### src/rtl/AluCtrlSig_pkg.sv
`default_nettype none
// ============================================================================
// Package  : AluCtrlSig_pkg
// Purpose  : MIPS opcode/funct encodings and result-scoreboard entry helpers.
// Revision : 1.0
// ============================================================================
package AluCtrlSig_pkg;

  localparam int OPC_W  = 6;
  localparam int SCB_DW = 32;

  typedef enum logic [OPC_W-1:0] {
    OP_RTYPE = 6'h00,
    OP_J     = 6'h02,
    OP_BEQ   = 6'h04,
    OP_BNE   = 6'h05,
    OP_ADDI  = 6'h08,
    OP_LW    = 6'h23,
    OP_SW    = 6'h2B
  } opcode_e;

  typedef enum logic [5:0] {
    FN_ADD = 6'h20,
    FN_SUB = 6'h22,
    FN_AND = 6'h24,
    FN_OR  = 6'h25,
    FN_XOR = 6'h26,
    FN_NOR = 6'h27,
    FN_SLT = 6'h2A
  } funct_e;

  // Default-width queue entry; the scoreboard packs {exp_val, opcode} at its own DW.
  typedef struct packed {
    logic [SCB_DW-1:0] exp_val;
    logic [OPC_W-1:0]  opcode;
  } scb_entry_t;

  // Ops whose result the scoreboard predicts and queues.
  function automatic logic scb_op_supported(input logic [OPC_W-1:0] opcode,
                                            input logic [5:0]       funct);
    logic ok;
    ok = 1'b0;
    case (opcode)
      OP_RTYPE: begin
        case (funct)
          FN_ADD, FN_SUB, FN_AND, FN_OR, FN_XOR, FN_NOR, FN_SLT: ok = 1'b1;
          default: ok = 1'b0;
        endcase
      end
      OP_ADDI, OP_BEQ, OP_BNE, OP_J: ok = 1'b1;
      default: ok = 1'b0;
    endcase
    return ok;
  endfunction

  function automatic logic scb_op_memory(input logic [OPC_W-1:0] opcode);
    return (opcode == OP_LW) || (opcode == OP_SW);
  endfunction

endpackage
`default_nettype wire

### src/rtl/scb_fifo.sv
`default_nettype none
// ============================================================================
// Module   : scb_fifo
// Purpose  : Synchronous FIFO with flush; a pop frees space for a same-cycle push.
// Revision : 1.0
// ============================================================================
module scb_fifo #(
  parameter int W     = 38,
  parameter int DEPTH = 8
) (
  input  logic         clk,
  input  logic         reset,
  input  logic         push,
  input  logic         pop,
  input  logic         flush,
  input  logic [W-1:0] din,
  output logic [W-1:0] dout,
  output logic         full,
  output logic         empty
);

  localparam int AW = $clog2(DEPTH);

  logic [W-1:0]  mem_q [DEPTH];
  logic [AW-1:0] wr_ptr_q, wr_ptr_d;
  logic [AW-1:0] rd_ptr_q, rd_ptr_d;
  logic [AW:0]   cnt_q, cnt_d;
  logic          w_do_push, w_do_pop;

  assign full  = (cnt_q == (AW+1)'(DEPTH));
  assign empty = (cnt_q == '0);
  assign dout  = mem_q[rd_ptr_q];

  always_comb begin
    w_do_pop  = pop & ~empty;
    w_do_push = push & (~full | w_do_pop);
    wr_ptr_d  = wr_ptr_q;
    rd_ptr_d  = rd_ptr_q;
    cnt_d     = cnt_q;
    if (flush) begin
      wr_ptr_d = '0;
      rd_ptr_d = '0;
      cnt_d    = '0;
    end else begin
      if (w_do_push) wr_ptr_d = wr_ptr_q + 1'b1;
      if (w_do_pop)  rd_ptr_d = rd_ptr_q + 1'b1;
      cnt_d = cnt_q + {{AW{1'b0}}, w_do_push} - {{AW{1'b0}}, w_do_pop};
    end
  end

  always_ff @(posedge clk or posedge reset) begin
    if (reset) begin
      wr_ptr_q <= '0;
      rd_ptr_q <= '0;
      cnt_q    <= '0;
    end else begin
      wr_ptr_q <= wr_ptr_d;
      rd_ptr_q <= rd_ptr_d;
      cnt_q    <= cnt_d;
    end
  end

  always_ff @(posedge clk) begin
    if (w_do_push && !flush) mem_q[wr_ptr_q] <= din;
  end

endmodule
`default_nettype wire

### src/rtl/mips_result_scoreboard.sv
`default_nettype none
// ============================================================================
// Module   : mips_result_scoreboard
// Purpose  : Predicts MIPS results at issue, checks them in order at writeback.
// Revision : 1.0
// ============================================================================
module mips_result_scoreboard
  import AluCtrlSig_pkg::*;
#(
  parameter int DW       = 32,
  parameter int QDEPTH   = 8,
  parameter int MAX_WAIT = 16,
  parameter int CNT_W    = 16
) (
  input  logic             clk,
  input  logic             reset,
  input  logic             issue_valid,
  input  logic [31:0]      issue_inst,
  input  logic [DW-1:0]    issue_pc,
  input  logic [DW-1:0]    issue_rs_val,
  input  logic [DW-1:0]    issue_rt_val,
  input  logic             wb_valid,
  input  logic [DW-1:0]    wb_data,
  input  logic             flush,
  output logic             op_done,
  output logic             mismatch,
  output logic             timeout,
  output logic             illegal,
  output logic [DW-1:0]    exp_data,
  output logic [CNT_W-1:0] pass_cnt,
  output logic [CNT_W-1:0] fail_cnt,
  output logic             q_full,
  output logic             q_empty,
  output logic             overflow
);

  localparam int ENTRY_W = DW + OPC_W;
  localparam int AGE_W   = $clog2(MAX_WAIT + 1);

  logic [OPC_W-1:0]   w_opcode;
  logic [5:0]         w_funct;
  logic [DW-1:0]      w_sext, w_pc4, w_exp;
  logic               w_supported, w_push, w_pop, w_cmp, w_timeout;
  logic [ENTRY_W-1:0] w_head;
  logic [DW-1:0]      w_head_exp;
  logic [OPC_W-1:0]   w_unused_head_opc;

  logic             op_done_q, op_done_d, mismatch_q, mismatch_d;
  logic             timeout_q, timeout_d, illegal_q, illegal_d;
  logic             overflow_q, overflow_d;
  logic [DW-1:0]    exp_data_q, exp_data_d;
  logic [CNT_W-1:0] pass_cnt_q, pass_cnt_d, fail_cnt_q, fail_cnt_d;
  logic [AGE_W-1:0] age_q, age_d;

  assign w_opcode          = issue_inst[31:26];
  assign w_funct           = issue_inst[5:0];
  assign w_sext            = {{(DW-16){issue_inst[15]}}, issue_inst[15:0]};
  assign w_pc4             = issue_pc + DW'(4);
  assign w_supported       = scb_op_supported(w_opcode, w_funct);
  assign w_head_exp        = w_head[ENTRY_W-1:OPC_W];
  assign w_unused_head_opc = w_head[OPC_W-1:0];

  always_comb begin
    w_exp = '0;
    case (w_opcode)
      OP_RTYPE: begin
        case (w_funct)
          FN_ADD:  w_exp = issue_rs_val + issue_rt_val;
          FN_SUB:  w_exp = issue_rs_val - issue_rt_val;
          FN_AND:  w_exp = issue_rs_val & issue_rt_val;
          FN_OR:   w_exp = issue_rs_val | issue_rt_val;
          FN_XOR:  w_exp = issue_rs_val ^ issue_rt_val;
          FN_NOR:  w_exp = ~(issue_rs_val | issue_rt_val);
          FN_SLT:  w_exp = {{(DW-1){1'b0}}, $signed(issue_rs_val) < $signed(issue_rt_val)};
          default: w_exp = '0;
        endcase
      end
      OP_ADDI: w_exp = issue_rs_val + w_sext;
      OP_BEQ:  w_exp = (issue_rs_val == issue_rt_val) ? w_pc4 + (w_sext << 2) : w_pc4;
      OP_BNE:  w_exp = (issue_rs_val != issue_rt_val) ? w_pc4 + (w_sext << 2) : w_pc4;
      OP_J:    w_exp = {w_pc4[DW-1:28], issue_inst[25:0], 2'b00};
      default: w_exp = '0;
    endcase
  end

  scb_fifo #(
    .W     (ENTRY_W),
    .DEPTH (QDEPTH)
  ) u_fifo (
    .clk   (clk),
    .reset (reset),
    .push  (w_push),
    .pop   (w_pop),
    .flush (flush),
    .din   ({w_exp, w_opcode}),
    .dout  (w_head),
    .full  (q_full),
    .empty (q_empty)
  );

  // A writeback in the timeout cycle is compared instead of timing out.
  always_comb begin
    w_push     = issue_valid & w_supported & ~flush;
    w_cmp      = wb_valid & ~flush & ~q_empty;
    w_timeout  = ~flush & ~wb_valid & ~q_empty & (age_q == AGE_W'(MAX_WAIT));
    w_pop      = w_cmp | w_timeout;
    illegal_d  = issue_valid & ~w_supported & ~scb_op_memory(w_opcode);
    op_done_d  = w_cmp & (w_head_exp == wb_data);
    mismatch_d = wb_valid & ~flush & (q_empty | (w_head_exp != wb_data));
    timeout_d  = w_timeout;
    exp_data_d = w_pop ? w_head_exp : exp_data_q;
    overflow_d = overflow_q | (w_push & q_full & ~w_pop);
    pass_cnt_d = (op_done_d && (pass_cnt_q != '1)) ? pass_cnt_q + 1'b1 : pass_cnt_q;
    fail_cnt_d = ((mismatch_d || timeout_d) && (fail_cnt_q != '1)) ? fail_cnt_q + 1'b1
                                                                   : fail_cnt_q;
    if (flush || w_pop || q_empty) age_d = '0;
    else                           age_d = age_q + 1'b1;
  end

  always_ff @(posedge clk or posedge reset) begin
    if (reset) begin
      op_done_q  <= 1'b0;
      mismatch_q <= 1'b0;
      timeout_q  <= 1'b0;
      illegal_q  <= 1'b0;
      overflow_q <= 1'b0;
      exp_data_q <= '0;
      pass_cnt_q <= '0;
      fail_cnt_q <= '0;
      age_q      <= '0;
    end else begin
      op_done_q  <= op_done_d;
      mismatch_q <= mismatch_d;
      timeout_q  <= timeout_d;
      illegal_q  <= illegal_d;
      overflow_q <= overflow_d;
      exp_data_q <= exp_data_d;
      pass_cnt_q <= pass_cnt_d;
      fail_cnt_q <= fail_cnt_d;
      age_q      <= age_d;
    end
  end

  assign op_done  = op_done_q;
  assign mismatch = mismatch_q;
  assign timeout  = timeout_q;
  assign illegal  = illegal_q;
  assign overflow = overflow_q;
  assign exp_data = exp_data_q;
  assign pass_cnt = pass_cnt_q;
  assign fail_cnt = fail_cnt_q;

endmodule
`default_nettype wire

### config.mk
export PLATFORM = sky130hd
export DESIGN_NAME = mips_result_scoreboard
export DESIGN_NICKNAME = d
export VERILOG_FILES = /design/src/rtl/AluCtrlSig_pkg.sv /design/src/rtl/scb_fifo.sv /design/src/rtl/mips_result_scoreboard.sv
export SDC_FILE = /design/constraint.sdc
export NUM_CORES = 1
export LEC_CHECK = 0
export ABC_AREA = 1
export BUFFER_PORTS_ARGS = -buffer_cell sky130_fd_sc_hd__buf_4
export CAP_MARGIN = 20
export CORE_MARGIN = 8
export CORE_UTILIZATION = 50
export DETAILED_ROUTE_END_ITERATION = 7
export GPL_ROUTABILITY_DRIVEN = 0
export GPL_TIMING_DRIVEN = 0
export PLACE_DENSITY = 0.69
export SYNTH_ARGS = -nofsm -noshare
export SYNTH_HDL_FRONTEND = slang
export SYNTH_HIERARCHICAL = 1
export SYNTH_SLANG_ARGS = --single-unit
### constraint.sdc
create_clock -name clk -period 4.8 [get_ports clk]
set_input_delay 0.72 -clock clk [delete_from_list [all_inputs] [get_ports clk]]
set_output_delay 0.72 -clock clk [all_outputs]
set_load 0.005 [all_outputs]
# Yosys cells after proc, flatten, opt, wreduce, memory -nomap -nowiden
# Memory sizes are Yosys's and may differ from the RTL's.
# Cells that the tools add are included.
dict set report totals {
  ff_bits 84
  mem_bits_rw 304
  in_bits 165
  output_inout_bits 71
  elab_cells 105
  n_memories 1
}
# name depth width rd rd_clocked_by_memory_dff wr line_no
set memory_table {}
lappend memory_table {u_fifo.mem_q 8 38 1 0 1 scb_fifo.sv:24} ;# logic [W-1:0] mem_q [DEPTH];
dict set report classes {
  add_sub_neg 12
  magnitude_cmp 1
  eq_ne 21
  n_mux 14
  bitwise 30
  reduce_logical 14
}
# op count
set op_table {}
lappend op_table {{32-bit case mux with 7 select lines} 1}
lappend op_table {{32-bit case mux with 5 select lines} 1}
lappend op_table {{32-bit adder} 3}
lappend op_table {{32-bit == test} 2}
lappend op_table {{32-bit 2-to-1 mux} 2}
lappend op_table {{32-bit != test} 2}
lappend op_table {{6-bit == test, second input constant} 9}
lappend op_table {{16-bit by 1-bit adder with 16-bit output, second input constant} 2}
lappend op_table {{32-bit by 3-bit adder with 32-bit output, second input constant} 1}
lappend op_table {{32-bit AND} 1}
lappend op_table {{32-bit < comparator} 1}
lappend op_table {{16-bit != test, second input constant} 2}
lappend op_table {{32-bit NOT} 1}
lappend op_table {{32-bit bitwise OR} 1}
lappend op_table {{32-bit subtractor} 1}
lappend op_table {{32-bit bitwise XOR} 1}
lappend op_table {{1-bit AND} 15}
lappend op_table {{6-bit by 3-bit == test with 1-bit output, second input constant} 2}
lappend op_table {{3-bit 2-to-1 mux} 4}
lappend op_table {{1-bit NOT} 7}
lappend op_table {{7-bit OR reduction} 1}
lappend op_table {{3-bit by 1-bit adder with 3-bit output, second input constant} 2}
lappend op_table {{6-bit by 2-bit == test with 1-bit output, second input constant} 1}
lappend op_table {{6-bit by 4-bit == test with 1-bit output, second input constant} 1}
lappend op_table {{other kinds (17)} 28}

# Logic depth before layout (Yosys ltp)
# Gate-level depths: netlist (run 1).
dict set report depth {
  depth_word 11
  depth_mapped 24
}

# Modules after synthesis
# The synthesis (run 1) kept the hierarchy.
# mod n_inst cells_each area_each_um2 seq_area_each_um2
set modules_own_cells {}
lappend modules_own_cells {mips_result_scoreboard 1 2868 15828.9 1851.8}
lappend modules_own_cells {scb_fifo 1 1022 12587.1 9379.0}

# Worst setup path before layout (run 1)
# Ideal clock, no wire load.
dict set report synth_timing {
  kind {input to register}
  start {in issue_inst[31]}
  end {mem u_fifo.mem_q[0][0], enable pin}
  setup_time_ps 433
  t_arrival_ps 3855
  t_required_ps 4367
  setup_slack_ps 511
  stages 10
  path_cell_list {nor2_1 > nand3_1 > inv_1 > nand2_1 > a31oi_2 > nand3b_1 > nand2_1 > nor2_1 > nand3_1 > nor2_1}
}
dict set report synth_between {
  elab_chain_cells 9
}
# element line_no
set synth_rtl {}
lappend synth_rtl {{from (decl)} mips_result_scoreboard.sv:18} ;# input logic [31:0] issue_inst,
lappend synth_rtl {{6-bit by 2-bit == test with 1-bit output, or another cell as far along} AluCtrlSig_pkg.sv:43} ;# case (opcode)
lappend synth_rtl {{4-bit OR reduction} AluCtrlSig_pkg.sv:43}
lappend synth_rtl {{1-bit case mux with 2 select lines (*)} AluCtrlSig_pkg.sv:43}
lappend synth_rtl {{1-bit AND (*) (2 in a row)} mips_result_scoreboard.sv:103} ;# w_push = issue_valid & w_supported & ~flush;
lappend synth_rtl {{net w_push} mips_result_scoreboard.sv:43} ;# logic w_supported, w_push, w_pop, w_cmp, w_timeout;
lappend synth_rtl {{1-bit AND (*)} scb_fifo.sv:36} ;# w_do_push = push & (~full | w_do_pop);
lappend synth_rtl {{1-bit logical AND (*)} scb_fifo.sv:64} ;# if (w_do_push && !flush) mem_q[wr_ptr_q] <= din;
lappend synth_rtl {{1-bit 2-to-1 mux (*)} scb_fifo.sv:64}
lappend synth_rtl {{1-bit 2-to-1 mux (not written as such) (*)} scb_fifo.sv:64}
lappend synth_rtl {{to (decl)} scb_fifo.sv:24}
# Mark *: on every way through the listed nets, which the timed path passes. The rest lies on a longest branch.

# Worst setup path in the final report (run 1)
dict set report layout_timing {
  start {in issue_inst[31]}
  end {mem u_fifo.mem_q[6][25], enable pin}
}
# The elaborated chain is that of the path after synthesis.

==> results of run 1 <==
## critical path, cell delays in order
cell and delay (ps):
buf_4 110, nor2_1 180, nand3_1 130, nor3_2 770, inv_1 300, nand3b_1 250
nand2_1 170, nor2_1 410, nand3_1 670, nor2_4 760, buf_16 240
## layout make-up
type	instances	area [um^2]
Fill cell	4994	22000
Multi-Input combinational cell	2868	14600
Sequential cell	340	9790
Timing Repair Buffer	244	1990
Inverter	424	1600
Tap cell	688	861
Clock buffer	40	843
Buffer	120	639
Clock inverter	14	179
## worst max path at each step
stage                   start                       endpoint
5_1_grt        issue_inst[31]  u_fifo/mem_q[6][25]$_DFFE_PP_
2_1_floorplan  issue_inst[31]  u_fifo/mem_q[0][10]$_DFFE_PP_
4_1_cts        issue_inst[31]  u_fifo/mem_q[3][26]$_DFFE_PP_
3_5_place_dp   issue_inst[31]  u_fifo/mem_q[6][25]$_DFFE_PP_
6_report       issue_inst[31]  u_fifo/mem_q[6][25]$_DFFE_PP_
3_3_place_gp   issue_inst[31]  u_fifo/mem_q[1][31]$_DFFE_PP_
## through the flow
stage                     instances  setup TNS, ps  cell area [um^2]
after detailed placement       4684         -19010             29500
after floorplan                3752              0             26600
final                          4738              0             30500
after global placement         4675        -360790             29200
after global routing           4738              0             30500
after CTS                      4738              0             30500
## sequential cells by signal, summed over array words and instances, names as in the netlist, 3 cells and up
name	cells
u_fifo/cnt_q	4
u_fifo/mem_q	256
exp_data	32
u_fifo/rd_ptr_q	3
pass_cnt	16
fail_cnt	16
u_fifo/wr_ptr_q	3
age_q	5
## layout by cell type, fill, tap and decap left out, types with 7 or more instances in the layout
| cell type | n |
|---|---|
| buf_4 | 239 |
| o21bai_1 | 22 |
| dfrtp_1 | 84 |
| o21ai_1 | 127 |
| or2_2 | 10 |
| a21o_1 | 10 |
| o211ai_1 | 8 |
| nor2_1 | 515 |
| ha_1 | 172 |
| o22ai_1 | 15 |
| nor4_1 | 7 |
| buf_2 | 36 |
| nand3_1 | 271 |
| nand2_2 | 10 |
| nor2_4 | 15 |
| nor2_2 | 7 |
| a21oi_1 | 183 |
| xnor2_1 | 38 |
| nand2_1 | 1044 |
| clkbuf_16 | 31 |
| clkbuf_1 | 62 |
| nor3_1 | 41 |
| edfxtp_1 | 256 |
| inv_1 | 416 |
| o21ai_0 | 217 |
| nand3b_1 | 11 |
| buf_6 | 15 |
| a221oi_1 | 18 |
| nand4_1 | 42 |
| clkinv_2 | 7 |
| xor2_1 | 44 |
## metal layers
layer / GRT usage [%] / part of all wire [%]
met2: 47.8 / 46
met3: 3.14 / 8.8
met1: 36.1 / 40
met4: 13.1 / 5.3
met5: 0 / 0
## power by group
part | leakage, nW | switching, mW | total, mW | internal [mW]
combinational | 10.4 | 1.12 | 1.82 | 0.705
sequential | 3.48 | 0.100 | 3.39 | 3.29
clock | 0.512 | 1.02 | 2.47 | 1.45
total | 14.4 | 2.24 | 7.68 | 5.45
==> flow_summary.yaml, run 1 <==
cts:
  clk_pin_slew_ps: 70
  clockBufferDepth: 3
  cts.sinks: 340
  cts-root-buf: "clkbuf_16"
  cts_setup_buffers: 0
  htree_levels: 1
  post_cts_resized: 0
  cts_tree: "built"
  postCtsHoldBufs: 0
  numCtsBuffers: 30
  clk_latency_ps: 570
setup_path:
  cp-start-kind: "input pin"
  r2r_slack_ps: 360
  crit_path_end_kind: "flop"
  worstPathRequired_ps: 5070
  critPathMaxFanout: 17
  rr_worst_depth: 14
  reg2reg_to: "u_fifo/mem_q[6][25]$_DFFE_PP_"
  reg2reg_from: "u_fifo/cnt_q[2]$_DFF_PP0_"
  crit_type: "in -> reg"
  worstPathArrival_ps: 4740
global_routing:
  grt_usage_pct: 28.3
  first_global_vias: 24700
  grt_max_degree: 71
  grt_overflow_total: 0
  antenna_found_initial: 1
  grt_pass1_wl_um: 135000
floorplanning:
  dieArea_um2: 60800
  rows: 84
  die_w_um: 247
  die_h_um: 247
  pin_count: 236
  core_area_um2: 52600
  initial_core_util_pct: 50.6
synthesis:
  syn_area_per_cell_um2: 7.09
  yosys_warnings: 6
  syn_nets: 4094
  synth_cells: 3752
  synth_area_um2: 26600
sta:
  period_share_pct: 93.2
  setup_viol: 0
  drv_slew: 0
  fmax_mhz: 224
  max_slew_margin_pct: 32.5
  fin_crit_ps: 4470
  timing.hold.ws_ps: 43.6
  hold_violations: 0
  worst_slack_ps: 327
  rsz0062_at_grt: "no"
  worst_pin_slew_ps: 1010
  finalClockSkew_ps: 22.2
routing:
  routed_wl_um: 88900
  first_iter_violations: 2354
  drt_pass1_iterations: 6
  wire_per_inst_um: 18.8
  drc_errors: 0
  vias: 26100
  antenna_left: 0
  drt-vias-per-instance: 5.52
final_layout:
  nNetsFinal: 4370
  drive_above_1_share_pct: 10.1
  antenna_cells: 0
  synthToLayoutAreaGrowth_pct: 14.8
  final_core_util_pct: 58.1
power_and_ir_drop:
  vdd_drop_max_mv: 0.242
  cellPowerDensity_nw_per_um2: 252
  power.leakage_nw: 14.4
  finalPower_mw: 7.68
run_status:
  status: "completed"
job:
  cap_violations: 0
placement:
  dp_hpwl_um: 71400
  pre_cts_ws_ps: -215
  port_buffers: 235
worst_hold_path:
  hold_class: "in -> async"
Power figures use the tool's default switching activity.
==> inputs of run 2 (changes only) <==
- ABC_CLOCK_PERIOD_IN_PS: default -> 4400
- GPL_TIMING_DRIVEN: 0 -> 1
- clock period: 4.8 -> 4.4 ns (I/O delays scaled with it)
==> flow_summary.yaml, run 2 (synthesis results as in run 1) <==
run_status:
  status: "completed"
routing:
  antenna_left: 0
  drt_pass1_iterations: 7
  first_iter_violations: 2599
  wl_met1_um: 35700
  routed_wl_um: 88700
  wire_per_inst_um: 19.0
  top_layer: "met4"
  wl_met3_um: 8310
  drc_errors: 0
  route.met2.wl_um: 39200
  drt-vias-per-instance: 5.60
  vias: 26200
floorplanning:
  core_area_um2: 52600
  rows: 84
  die_h_um: 247
  initial_core_util_pct: 50.6
  pin_count: 236
  die_w_um: 247
  dieArea_um2: 60800
placement:
  placed_cells: 4619
  pre_cts_ws_ps: 309
  dp_hpwl_um: 67800
  port_buffers: 235
cts:
  numCtsBuffers: 30
  cts_tree: "built"
  clk_latency_ps: 580
  cts_setup_buffers: 0
  cts-root-buf: "clkbuf_16"
  clockBufferDepth: 3
  postCtsHoldBufs: 0
  clk_pin_slew_ps: 70
  post_cts_resized: 0
  htree_levels: 1
  cts.sinks: 340
final_layout:
  layout_common_cells: "1044 x nand2_1, 513 x nor2_1, 416 x inv_1"
  regMostFlops: "u_fifo/mem_q"
  drive_above_1_share_pct: 10.3
  largest_reg_flops: 256
  nNetsFinal: 4305
  antenna_cells: 0
  instances_no_fill: 4675
  layout_commonest_cell: "nand2_1"
  synthToLayoutAreaGrowth_pct: 14.1
sta:
  period_share_pct: 90.0
  rsz0062_at_grt: "no"
  setup_viol: 0
  max_slew_margin_pct: 32.3
  drv_slew: 0
  finalClockSkew_ps: 20.8
  tns_ps: 0
  worst_pin_slew_ps: 1010
  worst_slack_ps: 439
  fin_crit_ps: 3960
  fmax_mhz: 252
  hold_violations: 0
setup_path:
  reg2reg_to: "pass_cnt[0]$_DFFE_PP0P_"
  crit_path_end_kind: "flop"
  worstPathRequired_ps: 4810
  cp-start-kind: "flop"
  reg2reg_from: "u_fifo/rd_ptr_q[1]$_DFFE_PP0P_"
  critPathMaxFanout: 81
  worstPathArrival_ps: 4370
  crit_type: "reg -> reg"
  rr_worst_depth: 11
  r2r_slack_ps: 440
global_routing:
  grt_pass1_wl_um: 136000
  grt_max_degree: 82
  grt_usage_pct: 28.3
  first_global_vias: 24700
  antenna_found_initial: 0
  grt_overflow_total: 0
power_and_ir_drop:
  power.leakage_nw: 14.3
  finalPower_mw: 8.57
  cellPowerDensity_nw_per_um2: 282
  vdd_drop_max_mv: 0.286
job:
  cap_violations: 0
worst_hold_path:
  hold_class: "in -> async"
==> run 2: changes by cell type in the layout (fill, tap and decap cells not counted), sizes merged <==
cell	delta
clkbuf	-68
buf	-6
clkinv	+6
bufinv	+3
clkinvlp	+3
inv	-1
==> run 2: how the worst max path moves through the flow <==
stage                                   start                            end  cells after the start
2_1_floorplan                  issue_inst[31]  u_fifo/mem_q[0][10]$_DFFE_PP_                     10
3_3_place_gp                      issue_pc[2]  u_fifo/mem_q[4][35]$_DFFE_PP_                     21
3_5_place_dp                      issue_pc[2]  u_fifo/mem_q[4][35]$_DFFE_PP_                     21
4_1_cts        u_fifo/rd_ptr_q[1]$_DFFE_PP0P_        pass_cnt[0]$_DFFE_PP0P_                     11
5_1_grt        u_fifo/rd_ptr_q[1]$_DFFE_PP0P_       pass_cnt[15]$_DFFE_PP0P_                     12
6_report       u_fifo/rd_ptr_q[1]$_DFFE_PP0P_        pass_cnt[0]$_DFFE_PP0P_                     11
==> run 2: critical path, cell delays in order, from the launching register on <==
cell and delay (ps):
dfrtp_4 960, o21ai_0 260, o21ai_1 220, nand2_1 70, nand2_1 230, xnor2_1 250, nand3_1 120, nor3_1 230
nand3_1 200, nor3_1 410, nand2_1 520, xor2_1 280
==> run 2: layout make-up <==
| cell class | instances | area, um^2 |
|---|---|---|
| clock buffer | 31 | 754 |
| clock inverter | 25 | 329 |
| fill | 5053 | 22200 |
| inverter | 424 | 1600 |
| multi-input combinational | 2868 | 14600 |
| sequential | 340 | 9800 |
| tap | 688 | 861 |
| timing repair buffer | 299 | 2370 |
==> run 2: report_power, final <==
group          internal, mW  switching [mW]  total (mW)  leakage, nW
clock                  1.67            1.17        2.84        0.520
combinational         0.785            1.23        2.02         10.3
sequential             3.59           0.113        3.71         3.47
total                  6.05            2.52        8.57         14.3
==> run 2: routing by layer <==
metal / global-route usage (%) / vias up
met4: 15.2 / 0
li1: - / 12800
met3: 3.84 / 288
met5: 0 / -
met2: 45.6 / 1302
met1: 36.5 / 11800
==> run 2: stage by stage <==
step | hold slack (ps) | util, % | instance area (um^2)
after CTS | 75.9 | 57.7 | 30300
after global placement | 464 | 55.7 | 29300
after detailed placement | 467 | 55.7 | 29300
after floorplan | 454 | - | 26600
after global routing | 107 | 57.7 | 30300
final | 79.7 | 57.7 | 30300
